<file path="src/rtl/johnson_step_ctrl_pkg.sv">
// Shared types for the Johnson step controller: FSM state encoding and step direction.
// Optional build macro JOHNSON_SELFCHECK_EN is consumed by johnson_core and johnson_step_ctrl.
package johnson_pkg;

  typedef enum logic [1:0] {
    IDLE = 2'd0,
    RUN  = 2'd1,
    DONE = 2'd2
  } state_e;

  localparam logic DIR_FWD = 1'b0;
  localparam logic DIR_REV = 1'b1;

endpackage

</file>
<file path="src/rtl/johnson_step_ctrl_if.sv">
// Command/status bundle between a control master and the Johnson step controller.
interface johnson_step_ctrl_if #(
    parameter int WIDTH = 4,
    parameter int CNT_W = 8
);
    logic             cmd_valid;
    logic             cmd_ready;
    logic [CNT_W-1:0] cmd_steps;
    logic             cmd_dir;
    logic             abort;
    logic [WIDTH-1:0] out;
    logic             busy;
    logic             done;
    logic             aborted;
    logic             err;

    modport master (
        output cmd_valid, cmd_steps, cmd_dir, abort,
        input  cmd_ready, out, busy, done, aborted, err
    );

    modport slave (
        input  cmd_valid, cmd_steps, cmd_dir, abort,
        output cmd_ready, out, busy, done, aborted, err
    );
endinterface

</file>
<file path="src/rtl/johnson_step_ctrl_core.sv">
// WIDTH-bit Johnson register with enable, direction and synchronous clear.
// With JOHNSON_SELFCHECK_EN defined it also flags values that are not Johnson codes.
module johnson_core
    import johnson_pkg::*;
#(
    parameter int WIDTH = 4
) (
    input  logic             clk,
    input  logic             rstn,
    input  logic             i_en,
    input  logic             i_dir,
    input  logic             i_clr,
    output logic [WIDTH-1:0] o_out,
    output logic             o_illegal
);

    logic [WIDTH-1:0] r_out;
    logic [WIDTH-1:0] w_next;

    always_comb begin
        if (i_dir == DIR_REV) w_next = {~r_out[0], r_out[WIDTH-1:1]};
        else                  w_next = {r_out[WIDTH-2:0], ~r_out[WIDTH-1]};
    end

    // NOTE: state registers use non-blocking assignments so every flop samples pre-edge values.
    always_ff @(posedge clk or negedge rstn) begin
        if (!rstn)      r_out <= '0;
        else if (i_clr) r_out <= '0;
        else if (i_en)  r_out <= w_next;
    end

    assign o_out = r_out;

`ifdef JOHNSON_SELFCHECK_EN
    // A legal Johnson code has at most one 0/1 boundary between neighbouring bits.
    logic [WIDTH-2:0] w_diff;
    assign w_diff    = r_out[WIDTH-1:1] ^ r_out[WIDTH-2:0];
    assign o_illegal = ($countones(w_diff) > 1);
`else
    assign o_illegal = 1'b0;
`endif

endmodule

</file>
<file path="src/rtl/johnson_step_ctrl.sv">
// Command-driven Johnson counter sequencer: accepts (steps, dir), steps once per clock, pulses done.
// JOHNSON_SELFCHECK_EN enables the illegal-state checker and the err pulse.
module johnson_step_ctrl
    import johnson_pkg::*;
#(
    parameter int WIDTH = 4,
    parameter int CNT_W = 8
) (
    input  logic                clk,
    input  logic                rstn,
    johnson_step_ctrl_if.slave  bus
);

    state_e           r_state;
    state_e           w_state_nxt;
    logic [CNT_W-1:0] r_remaining;
    logic [CNT_W-1:0] w_remaining_nxt;
    logic             r_dir;
    logic             w_dir_nxt;
    logic             r_ready;
    logic             r_busy;
    logic             r_done;
    logic             r_aborted;
    logic             r_err;
    logic             w_step;
    logic             w_end;
    logic             w_end_abort;
    logic             w_illegal;
    logic [WIDTH-1:0] w_out;

    johnson_core #(.WIDTH(WIDTH)) u_core (
        .clk       (clk),
        .rstn      (rstn),
        .i_en      (w_step),
        .i_dir     (r_dir),
        .i_clr     (w_illegal),
        .o_out     (w_out),
        .o_illegal (w_illegal)
    );

    // NOTE: every variable gets a default first so no path through the case infers a latch.
    always_comb begin
        w_state_nxt     = r_state;
        w_remaining_nxt = r_remaining;
        w_dir_nxt       = r_dir;
        w_step          = 1'b0;
        w_end           = 1'b0;
        w_end_abort     = 1'b0;
        unique case (r_state)
            IDLE: begin
                if (bus.cmd_valid && r_ready) begin
                    w_dir_nxt = bus.cmd_dir;
                    if (bus.cmd_steps == '0) begin
                        w_state_nxt = DONE;
                        w_end       = 1'b1;
                    end else begin
                        w_remaining_nxt = bus.cmd_steps;
                        w_state_nxt     = RUN;
                    end
                end
            end
            RUN: begin
                // An illegal code or an abort ends the run without taking this cycle's step.
                if (w_illegal || bus.abort) begin
                    w_state_nxt = DONE;
                    w_end       = 1'b1;
                    w_end_abort = 1'b1;
                end else begin
                    w_step          = 1'b1;
                    w_remaining_nxt = r_remaining - 1'b1;
                    if (r_remaining == CNT_W'(1)) begin
                        w_state_nxt = DONE;
                        w_end       = 1'b1;
                    end
                end
            end
            DONE:    w_state_nxt = IDLE;
            default: w_state_nxt = IDLE;
        endcase
    end

    always_ff @(posedge clk or negedge rstn) begin
        if (!rstn) begin
            r_state     <= IDLE;
            r_remaining <= '0;
            r_dir       <= DIR_FWD;
            r_ready     <= 1'b1;
            r_busy      <= 1'b0;
            r_done      <= 1'b0;
            r_aborted   <= 1'b0;
            r_err       <= 1'b0;
        end else begin
            r_state     <= w_state_nxt;
            r_remaining <= w_remaining_nxt;
            r_dir       <= w_dir_nxt;
            r_ready     <= (w_state_nxt == IDLE);
            r_busy      <= (w_state_nxt == RUN);
            r_done      <= w_end;
            r_aborted   <= w_end_abort;
            r_err       <= w_illegal;
        end
    end

    assign bus.cmd_ready = r_ready;
    assign bus.busy      = r_busy;
    assign bus.done      = r_done;
    assign bus.aborted   = r_aborted;
    assign bus.err       = r_err;
    assign bus.out       = w_out;

endmodule

</file>
<file path="src/flat_wrapper.sv">
// flat-port wrapper written by rule: the top's interface ports become plain ports
module johnson_step_ctrl_flat import johnson_pkg::*;
#(
    parameter int WIDTH = 4,
    parameter int CNT_W = 8
)
  (clk, rstn, bus_cmd_valid, bus_cmd_steps, bus_cmd_dir, bus_abort, bus_cmd_ready, bus_out, bus_busy, bus_done, bus_aborted, bus_err);
  johnson_step_ctrl_if #(.WIDTH(WIDTH), .CNT_W(CNT_W)) bus_i ();
  input  logic clk;
  input  logic rstn;
  input wire logic [$bits(bus_i.cmd_valid)-1:0] bus_cmd_valid;
  input wire logic [$bits(bus_i.cmd_steps)-1:0] bus_cmd_steps;
  input wire logic [$bits(bus_i.cmd_dir)-1:0] bus_cmd_dir;
  input wire logic [$bits(bus_i.abort)-1:0] bus_abort;
  output wire logic [$bits(bus_i.cmd_ready)-1:0] bus_cmd_ready;
  output wire logic [$bits(bus_i.out)-1:0] bus_out;
  output wire logic [$bits(bus_i.busy)-1:0] bus_busy;
  output wire logic [$bits(bus_i.done)-1:0] bus_done;
  output wire logic [$bits(bus_i.aborted)-1:0] bus_aborted;
  output wire logic [$bits(bus_i.err)-1:0] bus_err;
  assign bus_i.cmd_valid = bus_cmd_valid;
  assign bus_i.cmd_steps = bus_cmd_steps;
  assign bus_i.cmd_dir = bus_cmd_dir;
  assign bus_i.abort = bus_abort;
  assign bus_cmd_ready = bus_i.cmd_ready;
  assign bus_out = bus_i.out;
  assign bus_busy = bus_i.busy;
  assign bus_done = bus_i.done;
  assign bus_aborted = bus_i.aborted;
  assign bus_err = bus_i.err;
  johnson_step_ctrl #(.WIDTH(WIDTH), .CNT_W(CNT_W)) u_core (.clk(clk), .rstn(rstn), .bus(bus_i));
endmodule
</file>
<file path="config.mk">
export PLATFORM = sky130hd
export DESIGN_NAME = johnson_step_ctrl_flat
export DESIGN_NICKNAME = d
export VERILOG_FILES = /design/src/rtl/johnson_step_ctrl_pkg.sv /design/src/rtl/johnson_step_ctrl_if.sv /design/src/rtl/johnson_step_ctrl_core.sv /design/src/rtl/johnson_step_ctrl.sv /design/src/flat_wrapper.sv
export SDC_FILE = /design/constraint.sdc
export NUM_CORES = 1
export LEC_CHECK = 0
export ABC_CLOCK_PERIOD_IN_PS = 1900
export CAP_MARGIN = 10
export CORE_MARGIN = 8
export CORE_UTILIZATION = 45
export DETAILED_ROUTE_END_ITERATION = 7
export PLACE_DENSITY = 0.71
export SLEW_MARGIN = 20
export SYNTH_ARGS = -nofsm -noshare
export SYNTH_HDL_FRONTEND = slang
export SYNTH_HIERARCHICAL = 1
export SYNTH_SLANG_ARGS = --single-unit
</file>
<file path="constraint.sdc">
create_clock -name clk -period 1.9 [get_ports clk]
set_input_delay 0.475 -clock clk [delete_from_list [all_inputs] [get_ports clk]]
set_output_delay 0.475 -clock clk [all_outputs]
set_load 0.05 [all_outputs]
</file>
Yosys cells after proc, flatten, opt, wreduce, memory -nomap -nowiden
Index checks and enable logic that the tools add are counted.
Word-level totals
  register bits: 19
  input port bits: 13
  output and inout bits: 9
  word-level logic and storage cells: 43
Cells by class
  add/sub/neg operators: 1
  equality and inequality tests: 6
  multiplexer cells: 19
  bitwise logic cells: 2
  reductions and logical operators: 7
Operator list (number)
  two-way mux 8 bit: 3
  case mux 8 bit (2 select lines): 1
  equality test 8 x 1 -> 1 bit, second input constant: 1
  logical NOT 8 bit: 1
  two-way mux 1 bit: 8
  two-way mux 2 bit: 4
  subtractor 8 x 1 -> 8 bit, second input constant: 1
  inequality test 2 bit, second input constant: 3
  equality test 2 x 1 -> 1 bit, second input constant: 2
  logical NOT 2 bit: 2
  two-way mux 4 bit: 1
  case mux 2 bit (2 select lines): 1
  AND reduction 4 bit: 1
  inverter 1 bit: 2
  case mux 1 bit (2 select lines): 1
  AND reduction 2 bit: 1
  nonzero test 2 bit: 1
  logical AND 1 bit: 1

Logic depth before layout (Yosys ltp)
Gate-level depths: netlist (run 1).
  word-level depth: 5
  mapped depth: 7
  mapped depth without buffers: 6

Cells and area by module
Netlist (run 1), hierarchy kept.
By module, submodules not included
  johnson_step_ctrl: instances 1, cells an instance 88, area each 850.8 µm², seq. area each 401.6 µm²
  johnson_core: instances 1, cells an instance 22, area each 226.5 µm², seq. area each 100.1 µm²

Least setup slack after synthesis (run 1)
Ideal clock, no wire load.
  path type: reg2reg
  start point: reg u_core.r_remaining[0]
  end point: reg u_core.r_remaining[6]
  library setup time: 0.129 ns
  arrival time: 1.574 ns
  data required time: 1.771 ns
  path slack: 0.197 ns
  stages on the path, launching flop included: 7
  clock period less this slack: 1.703 ns
  cell sequence: dfrtp_1 > inv_1 > ha_1 > or3b_4 > or3_1 > o22ai_1 > a22oi_2
On the way
  word-level cells in the longest chain between the ends: 3
Ends and longest elaborated chain
  start, declared: line johnson_step_ctrl.sv:16  | logic [CNT_W-1:0] r_remaining;
  start signal, assigned: line johnson_step_ctrl.sv:94  | r_remaining <= w_remaining_nxt;
  subtractor 8 x 1 -> 8 bit: line johnson_step_ctrl.sv:70  | w_remaining_nxt = r_remaining - 1'b1;
  two-way mux 8 bit: line johnson_step_ctrl.sv:64  | if (w_illegal || bus.abort) begin
  case mux 8 bit (2 select lines): line johnson_step_ctrl.sv:49  | unique case (r_state)
No other way between the ends. The select of a mux whose other input is x is not followed.
A chain may end at the register's enable or synchronous reset.

Worst setup path in the final report (run 1)
  start point: reg u_core.r_remaining[1]
  end point: reg u_core.r_remaining[6]
Same word-level chain as after synthesis.

==> impl_metrics.env, run 1 <==
export IMPL_syn_nets=125
export IMPL_cts_tree="yes"
export IMPL_netlist_area_mm2=0.00108
export IMPL_min_period_ps=1870
export IMPL_portBuffers=21
export IMPL_dieWidth_um=64.9
export IMPL_final_cells=172
export IMPL_gr_usage_all_layers_pct=12.9
export IMPL_drtPass1Iterations=4
export IMPL_nNetsFinal=160
export IMPL_cp_arrival_ps=2060
export IMPL_syn2layout_area_growth_pct=33.1
export IMPL_drt_vias_per_instance=5.67
export IMPL_diodes=0
export IMPL_grt_pass1_wl_um=4400
export IMPL_powerDensity_mw_per_mm2=1440
export IMPL_synthCells=110
export IMPL_drive_gt1_share_pct=25.0
export IMPL_dr_first_iter_drc_count=45
export IMPL_rsz0062_at_grt="false"
export IMPL_r2r_end="u_core/r_remaining[6]"
export IMPL_num_vias=976
export IMPL_first_global_vias=949
export IMPL_antenna_found_initial=0
export IMPL_synthFlopType="dfrtp_1"
export IMPL_cp_end_kind="flop"
export IMPL_synth_avg_cell_area_um2=9.79
export IMPL_synthDistinctLibCells=42
export IMPL_cts_buffer_depth=2
export IMPL_p_leak_nw=0.651
export IMPL_dr_wl_met2_um=1250
export IMPL_worstRegToRegCells=6
export IMPL_period_share_pct=98.5
export IMPL_dp_slack_ps=-252
export IMPL_top_layer_used="met4"
export IMPL_grt_max_degree=15
export IMPL_dp_cells=168
export IMPL_timing_final_ws_setup_ps=28.0
export IMPL_rows=17
export IMPL_h_tree_depth=1
export IMPL_start_util_pct=48.2
export IMPL_fin_skew_ps=3.13
export IMPL_cts_sinks=20
export IMPL_core_area_mm2=0.00223
export IMPL_cts_buffers=3
export IMPL_hold_viol_final=0
export IMPL_holdBufCountCts=0
export IMPL_drv_cap=0
export IMPL_wl_met3_um=177
export IMPL_start_kind="flop"
export IMPL_p_total_w=0.00207
export IMPL_wl_met1_um=1170
export IMPL_synth_top_cell_by_area="dfrtp_1"
export IMPL_cts_root_buffer="clkbuf_4"
export IMPL_status="completed"
export IMPL_min_path_type="in -> async"
export IMPL_grt_remaining_overflow=0
export IMPL_ios=22
export IMPL_fin_area_mm2=0.00143
export IMPL_irDropWorstVdd_mv=0.929
export IMPL_synth_edf_count=0
export IMPL_synthArstFlopShare_pct=100
export IMPL_ant_nets=0
export IMPL_post_dp_hpwl_um=2040
export IMPL_worstPathRequired_ps=2090
export IMPL_setup_viol=0
export IMPL_wirelength_um=2620
export IMPL_drc=0
export IMPL_worstSkewPairLatency_ps=300
export IMPL_synth_top_cell_area_share_pct=44.1
export IMPL_path_max_fanout=3
export IMPL_path_clk_slew_ps=120
export IMPL_die_y_um=64.9
export IMPL_drv_slew=0
export IMPL_gp_congestion=0.889
export IMPL_utilization_pct=64.2
export IMPL_place_area_mm2=0.00139
export IMPL_path_class="reg -> reg"
export IMPL_ys_warn_count=6
export IMPL_rrSetupSlack_ps=30
export IMPL_seq_area_frac_synth_pct=46.6
export IMPL_synth_seq_cells=20
export IMPL_die_area_mm2=0.00422
export IMPL_post_drt_wl_per_cell_um=15.2
export IMPL_synth_area_leaders="dfrtp_1 44%, o221ai_1 3.3%, nor2_1 3.1%"
export IMPL_r2r_start="u_core/r_remaining[1]"
export IMPL_max_freq_mhz=534
worst max-delay path by stage:
stage	slack, ps	from	endpoint	cells past startpoint
after floorplan	200	u_core/r_remaining[0]	u_core/r_remaining[6]	6
after detailed placement	-250	bus_cmd_steps[4]	u_core/r_remaining[3]	6
after global placement	-230	bus_cmd_steps[0]	u_core/r_remaining[6]	6
after CTS	50	u_core/r_remaining[1]	u_core/r_remaining[6]	6
after global routing	2	bus_cmd_steps[4]	u_core/r_remaining[7]	6
final	30	u_core/r_remaining[1]	u_core/r_remaining[6]	6
critical path, cell delays in order, from the launching register on:
cell,delay (ps)
dfrtp_1,410
inv_1,110
ha_1,190
or3b_4,400
or3_1,340
o22ai_1,200
a22oi_2,120
cells by family (layout without fill, tap and decap cells):
| family | Yosys count | after routing | share of synthesized area [%] |
|---|---|---|---|
| other cells | 1 | 1 | 0.348 |
| fa+ha+maj | 2 | 2 | 2.32 |
| buf+inv | 12 | 46 | 5.34 |
| simple gates | 43 | 43 | 21.6 |
| compound gates | 28 | 28 | 20.0 |
| flops | 20 | 20 | 46.6 |
| mux | 4 | 4 | 3.83 |
synthesized netlist by cell type, drive strengths merged (2+ instances only):
cell / instances
a211oi: 2
a21oi: 3
a22oi: 4
buf: 3
clkbuf: 2
dfrtp: 19
ha: 2
inv: 6
mux2i: 3
nand2: 8
nand2b: 4
nand3: 4
nor2: 10
nor2b: 2
nor3: 5
nor4: 2
o21ai: 4
o21bai: 2
o221ai: 4
o22ai: 2
o2bb2ai: 2
or3: 2
or3b: 2
metal layers:
metal / track usage, % / up-vias
li1: - / 470
met1: 15.7 / 467
met2: 20.9 / 35
met3: 3.26 / 4
met4: 5.72 / 0
met5: 0 / -
cells in the final DEF, fill, tap and decap left out, types with 2 or more instances in the layout:
cell,netlist,layout
buf_4,1,22
dfrtp_1,19,19
clkdlybuf4s50_1,0,12
nor2_1,9,9
nand2_1,8,8
inv_1,6,6
nor3_1,5,5
nand2b_1,4,4
nand3_1,4,4
o221ai_1,4,4
clkbuf_4,0,3
o21ai_0,3,3
a22oi_1,3,3
a21oi_1,3,3
mux2i_1,3,3
nor2b_1,2,2
o21bai_1,2,2
o22ai_1,2,2
o2bb2ai_1,2,2
or3_1,2,2
ha_1,2,2
a211oi_1,2,2
through the flow:
| stage | setup TNS [ps] | hold slack (ps) |
|---|---|---|
| floorplan | 0 | 179 |
| global placement | -1890 | 572 |
| detailed placement | -2210 | 575 |
| CTS | 0 | 424 |
| global route | 0 | 428 |
| finish | 0 | 413 |
timing repair:
| item | 4_1_cts | 5_1_grt |
|---|---|---|
| setup endpoints to repair | 0 | 3 |
| resized for setup | 0 | 1 |
| setup buffers | 0 | 0 |
flip-flops by register name (all words and copies together), names as in the netlist:
name,count
u_core/bus.aborted,1
u_core/bus.busy,1
u_core/bus.cmd_ready,1
u_core/bus.done,1
u_core/bus.err,1
u_core/r_dir,1
u_core/r_remaining,8
u_core/r_state,2
u_core/u_core/o_out,4
power breakdown:
part	switching, W	leakage, nW	total [W]	internal, W
Sequential	0.000148	0.247	0.000747	0.000599
Clock	0.000134	0.0210	0.000251	0.000117
Combinational	0.000602	0.382	0.00107	0.000467
layout make-up:
cell class,count,area (µm²)
inverters,7,31.3
clock buffers,4,36.3
multi-input cells,78,524
fillers,200,800
well taps,28,35.0
repair buffers,35,305
flip-flops and latches,20,502
(Power assumes the default switching activity.)
==> inputs of run 2 (changes only) <==
--- a/config.mk
+++ b/config.mk
@@ -5,7 +5,6 @@
 export SDC_FILE = /design/constraint.sdc
 export NUM_CORES = 1
 export LEC_CHECK = 0
-export ABC_CLOCK_PERIOD_IN_PS = 1900
 export CAP_MARGIN = 10
 export CORE_MARGIN = 8
 export CORE_UTILIZATION = 45
==> constraint.sdc (replaced) <==
create_clock -name clk -period 1.9 [get_ports clk]
set_input_delay 0.475 -clock clk [delete_from_list [all_inputs] [get_ports clk]]
set_output_delay 0.475 -clock clk [all_outputs]
set_load 0.005 [all_outputs]
==> impl_metrics.env, run 2 (same netlist as run 1, synthesis figures left out) <==
export IMPL_ant_nets=0
export IMPL_drc=0
export IMPL_drtPass1Iterations=4
export IMPL_portBuffers=21
export IMPL_die_area_mm2=0.00422
export IMPL_largest_register="u_core/r_remaining"
export IMPL_max_freq_mhz=550
export IMPL_powerDensity_mw_per_mm2=1370
export IMPL_setup_viol=0
export IMPL_syn2layout_area_growth_pct=37.2
export IMPL_worstPathRequired_ps=2080
export IMPL_post_dp_hpwl_um=2120
export IMPL_nNetsFinal=160
export IMPL_hold_viol_final=0
export IMPL_grt_max_degree=15
export IMPL_cts_sinks=20
export IMPL_diodes=0
export IMPL_fin_setup_tns_ps=0
export IMPL_worst_pin_slew_ps=512
export IMPL_antenna_found_initial=0
export IMPL_drt_vias_per_instance=5.82
export IMPL_status="completed"
export IMPL_irDropWorstVdd_mv=0.836
export IMPL_p_leak_nw=0.642
export IMPL_start_util_pct=48.2
export IMPL_dieWidth_um=64.9
export IMPL_drive_gt1_share_pct=20.8
export IMPL_wl_met3_um=160
export IMPL_cts_buffer_depth=2
export IMPL_utilization_pct=66.2
export IMPL_grt_pass1_wl_um=4700
export IMPL_top_layer_used="met4"
export IMPL_path_class="in -> reg"
export IMPL_min_period_ps=1820
export IMPL_gr_usage_all_layers_pct=13.6
export IMPL_first_global_vias=1033
export IMPL_largest_reg_flops=8
export IMPL_rsz0062_at_grt="false"
export IMPL_grt_remaining_overflow=0
export IMPL_ios=22
export IMPL_fillers=188
export IMPL_path_clk_slew_ps=120
export IMPL_path_max_fanout=5
export IMPL_gp_congestion=0.858
export IMPL_drv_slew=0
export IMPL_cp_arrival_ps=2000
export IMPL_final_cell_mix="21 x clkdlybuf4s50_1, 19 x dfrtp_1, 14 x buf_4"
export IMPL_timing_final_ws_setup_ps=81.8
export IMPL_fin_area_mm2=0.00148
export IMPL_dr_wl_met2_um=1340
export IMPL_cts_root_buffer="clkbuf_4"
export IMPL_final_common_cell="clkdlybuf4s50_1"
export IMPL_cts_buffers=3
export IMPL_num_vias=1001
export IMPL_wirelength_um=2730
export IMPL_cts_tree="yes"
export IMPL_dp_slack_ps=-292
export IMPL_period_share_pct=95.7
export IMPL_wl_met1_um=1180
export IMPL_place_area_mm2=0.00139
export IMPL_dr_first_iter_drc_count=33
export IMPL_slew_headroom_pct=65.9
export IMPL_fin_skew_ps=3.37
export IMPL_drv_cap=0
export IMPL_post_drt_wl_per_cell_um=15.9
export IMPL_core_area_mm2=0.00223
export IMPL_worstSkewPairLatency_ps=300
export IMPL_rows=17
export IMPL_die_y_um=64.9
export IMPL_h_tree_depth=1
export IMPL_cp_end_kind="flop"
export IMPL_start_kind="input pin"
export IMPL_min_path_type="in -> async"
==> run 2: final timing paths <==
path,startpoint,end,slack (ps),cells past startpoint
min in group clk,u_core/r_remaining[0],u_core/r_remaining[0],610,3
setup / recovery,bus_cmd_steps[6],u_core/r_remaining[6],80,7
hold / removal,rstn,u_core/r_state[1],420,1
setup reg to reg,u_core/r_remaining[1],u_core/r_remaining[6],90,6
hold reg to reg,u_core/r_remaining[0],u_core/r_remaining[0],610,3
max in group asynchronous,rstn,u_core/r_remaining[5],990,2
==> run 2: worst max-delay path: stages <==
cell and delay, ps:
clkdlybuf4s50_1 430, nor4_2 330, buf_4 170, a21boi_1 130
buf_4 190, o2bb2ai_1 180, a22oi_2 90
==> run 2: layout make-up <==
cell class | instances | area, µm² | area share [%]
Clock inverter | 1 | 30.0 | 2.03
Clock buffer | 3 | 22.5 | 1.52
Sequential cell | 20 | 502 | 34.0
Multi-Input combinational cell | 78 | 542 | 36.7
Inverter | 7 | 31.3 | 2.12
Timing Repair Buffer | 35 | 315 | 21.3
Tap cell | 28 | 35.0 | 2.37
==> run 2: stage by stage <==
| stage | hold slack, ps | total power [W] | instances |
|---|---|---|---|
| floorplan | 179 | 0.00127 | 110 |
| global placement | 569 | 0.00161 | 167 |
| detailed placement | 586 | 0.00164 | 167 |
| CTS | 428 | 0.00199 | 171 |
| global route | 450 | 0.00214 | 172 |
| finish | 419 | 0.00202 | 172 |
==> run 2: timing repair <==
item	CTS	global route
gates resized for setup	1	3
pin swaps	0	1
setup buffers	0	1
endpoints found under the setup margin	1	8
cloned	0	0
hold buffers	0	0
==> run 2: metal layers <==
layer  vias up  global-route usage [%]
met5         -                       0
met4         0                    3.54
met3         6                    4.47
met2        36                    23.6
met1       490                    15.6
li1        469                       -
==> run 2: power breakdown <==
group	internal (W)	total (W)	switching (W)
Clock	0.000213	0.000349	0.000136
Sequential	0.000598	0.000751	0.000153
Combinational	0.000475	0.000920	0.000445
==> inputs of run 3 (changes only) <==
--- a/config.mk
+++ b/config.mk
@@ -9,6 +9,7 @@
 export CORE_MARGIN = 8
 export CORE_UTILIZATION = 45
 export DETAILED_ROUTE_END_ITERATION = 7
+export GPL_ROUTABILITY_DRIVEN = 1
 export PLACE_DENSITY = 0.71
 export SLEW_MARGIN = 20
 export SYNTH_ARGS = -nofsm -noshare
==> results of run 3 <==
Same layout as run 2: the final DEF is identical, and so are final timing and power.
==> RTL change: new RTL, settings of run 2 <==
`WIDTH` is set to 4 in 4 places; all go to 3.
--- a/src/rtl/johnson_step_ctrl_if.sv
+++ b/src/rtl/johnson_step_ctrl_if.sv
@@ -1,6 +1,6 @@
 // Command/status bundle between a control master and the Johnson step controller.
 interface johnson_step_ctrl_if #(
-    parameter int WIDTH = 4,
+    parameter int WIDTH = 3,
     parameter int CNT_W = 8
 );
     logic             cmd_valid;
--- a/src/rtl/johnson_step_ctrl_core.sv
+++ b/src/rtl/johnson_step_ctrl_core.sv
@@ -3,7 +3,7 @@
 module johnson_core
     import johnson_pkg::*;
 #(
-    parameter int WIDTH = 4
+    parameter int WIDTH = 3
 ) (
     input  logic             clk,
     input  logic             rstn,
--- a/src/rtl/johnson_step_ctrl.sv
+++ b/src/rtl/johnson_step_ctrl.sv
@@ -3,7 +3,7 @@
 module johnson_step_ctrl
     import johnson_pkg::*;
 #(
-    parameter int WIDTH = 4,
+    parameter int WIDTH = 3,
     parameter int CNT_W = 8
 ) (
     input  logic                clk,
--- a/src/flat_wrapper.sv
+++ b/src/flat_wrapper.sv
@@ -1,7 +1,7 @@
 // flat-port wrapper written by rule: the top's interface ports become plain ports
 module johnson_step_ctrl_flat import johnson_pkg::*;
 #(
-    parameter int WIDTH = 4,
+    parameter int WIDTH = 3,
     parameter int CNT_W = 8
 )
   (clk, rstn, bus_cmd_valid, bus_cmd_steps, bus_cmd_dir, bus_abort, bus_cmd_ready, bus_out, bus_busy, bus_done, bus_aborted, bus_err);
Ports: changed (resized bus_out); port bits go from 22 to 21. No check against the original RTL was run, so the function may have changed too.
==> RTL change against run 2 <==
  * Total power shrank 11%
  * Sequential cell count fell by 1
  * Critical path type unchanged
  * Register-to-register slack better by 0.03 ns
  * Highest routed layer is now met3
  * Final area shrank 8.0%
  * Routed wire length down 7.0%
  * Combinational power shrank 3.0%
  * Worst setup slack better by 0.0049 ns
  * Maximum frequency up 0.27%
  * Synthesized area shrank 5.9%
  * Die area shrank 4.5%
  * Largest cell class unchanged
==> RTL change: results (changes against run 2) <==
stage	metric	value	unit	change
grt	global-route wire length before repair	4498	um	-4.3%
timing	Worst Skew	0.004756	ns	+0.001383 ns
place	detailed-placement wirelength estimate	1915	um	-9.6%
cts	root buf cell	clkbuf_4		
finish	ratio of cells with drive above 1 in the final layout	0.1985		-0.009804
logic_synthesis	syn_nets	119		-4.8%
drt	vias per inst	5.756		-1.1%
place	Placement Setup Slack	-0.1930	ns	+0.09906 ns
finish	largest reg by FF count	u_core/r_remaining		
finish	Final #Nets	152		-5.0%
cts	Worst-Skew Late Latency	0.29	ns	
place	port bufs	20		-4.8%
grt	vias in the first global route	974		-5.7%
place	GP Congestion	0.9321		+8.7%
finish	FILL cells	192		+2.1%
cts	CTS clk-pin slew, worst paths	0.10	ns	-0.02 ns
grt	largest net degree at the start of global routing	14		-1
finish	n_diodes	0		unchanged
setup_path	Worst Path Arrival	2.02	ns	+0.02 ns
logic_synthesis	most instantiated cells after synthesis	dfrtp_1 (18), nand2_1 (9), nor2_1 (9)		
cts	deepest clock path buffer count	2		unchanged
logic_synthesis	largest cells by area after synthesis	dfrtp_1 (44%), o221ai_1 (3.5%), nand2_1 (3.3%)		
place	post-place instance area	0.001318	mm^2	-5.5%
logic_synthesis	mux contribution to synthesized area	0.03086		-0.007463
cts	CTS Buf Count	3		unchanged
run_status	run status	completed		
grt	GRT Overall Usage	0.1341		-0.001657
logic_synthesis	Synth cell types	41		-2.4%
logic_synthesis	complex-gate fraction of the synthesized area	0.2037		+0.003936
logic_synthesis	Synth Area in Adders	0.02469		+0.001463
grt	initial antenna violation count	0		unchanged
drt	drt first-iter violations	41		+24%
cts	setup bufs post-CTS	0		unchanged
power_and_ir_drop	static leakage	0.5788	nW	-9.8%
cts	PostCTS Resize Cnt	0		-1
drt	WL final	2540	um	-7.0%
logic_synthesis	Syn. warnings	6		unchanged
setup_path	critical path fanouts, max	5		unchanged
logic_synthesis	sequential share of the synthesized area	0.4704		+0.004633
finish	Largest register FFs	8		unchanged
cts	CTS HTree Levels	1		unchanged
power_and_ir_drop	Worst VDD drop	0.8113	mV	-3.0%
logic_synthesis	asr flop ratio synth	1.000		unchanged
## RTL change: final timing paths
path                       slack [ns]                   from  cells past startpoint                    end
max                              0.09          bus_cmd_valid                      5  u_core/r_remaining[1]
max in group asynchronous        0.94                   rstn                      2        u_core/bus.busy
min reg2reg                      0.58  u_core/r_remaining[6]                      2  u_core/r_remaining[6]
min                              0.47                   rstn                      1      u_core/r_state[1]
max reg2reg                      0.12  u_core/r_remaining[1]                      6  u_core/r_remaining[6]
min in group clk                 0.58  u_core/r_remaining[6]                      2  u_core/r_remaining[6]
## RTL change: final cells by class
cell class	instances	area share
clock buffers	4	0.01934
inverters	6	0.02026
multi-input cells	75	0.3702
flip-flops and latches	19	0.3508
well taps	28	0.02578
repair buffers	32	0.2136
## RTL change: critical path, stage by stage
cell and delay (ns):
clkdlybuf4s50_1 0.45, and4bb_1 0.23, a21boi_1 0.37, nand2b_1 0.27, mux2i_1 0.22
## RTL change: kinds of logic after synthesis
group | count (synthesis)
fa+ha+maj | 2
mux | 3
flops | 19
compound gates | 27
simple gates | 42
buf+inv | 10
other cells | 1
## RTL change: metal layers
layer,wire length [um],GRT usage,share of wire
met5,0,0,0
met4,0,0.04735,0
met3,210,0.04064,0.083
met2,1304,0.2243,0.51
met1,1025,0.1576,0.40
## RTL change: stage by stage
step / hold WS (ns) / util / setup TNS [ns] / instances
after floorplan: 0.1794 / - / 0 / 104
after global placement: 0.5571 / 0.6073 / -1.494 / 160
after detailed placement: 0.5669 / 0.6073 / -1.498 / 160
after CTS: 0.4641 / 0.6194 / 0 / 164
after global routing: 0.4730 / 0.6263 / 0 / 164
final: 0.4686 / 0.6263 / 0 / 164
## RTL change: report_power, final
group          internal, mW  leakage, nW  switching, mW  total (mW)
combinational         0.454        0.330          0.438       0.892
clock                0.0815       0.0150          0.117       0.198
sequential            0.575        0.233          0.142       0.718
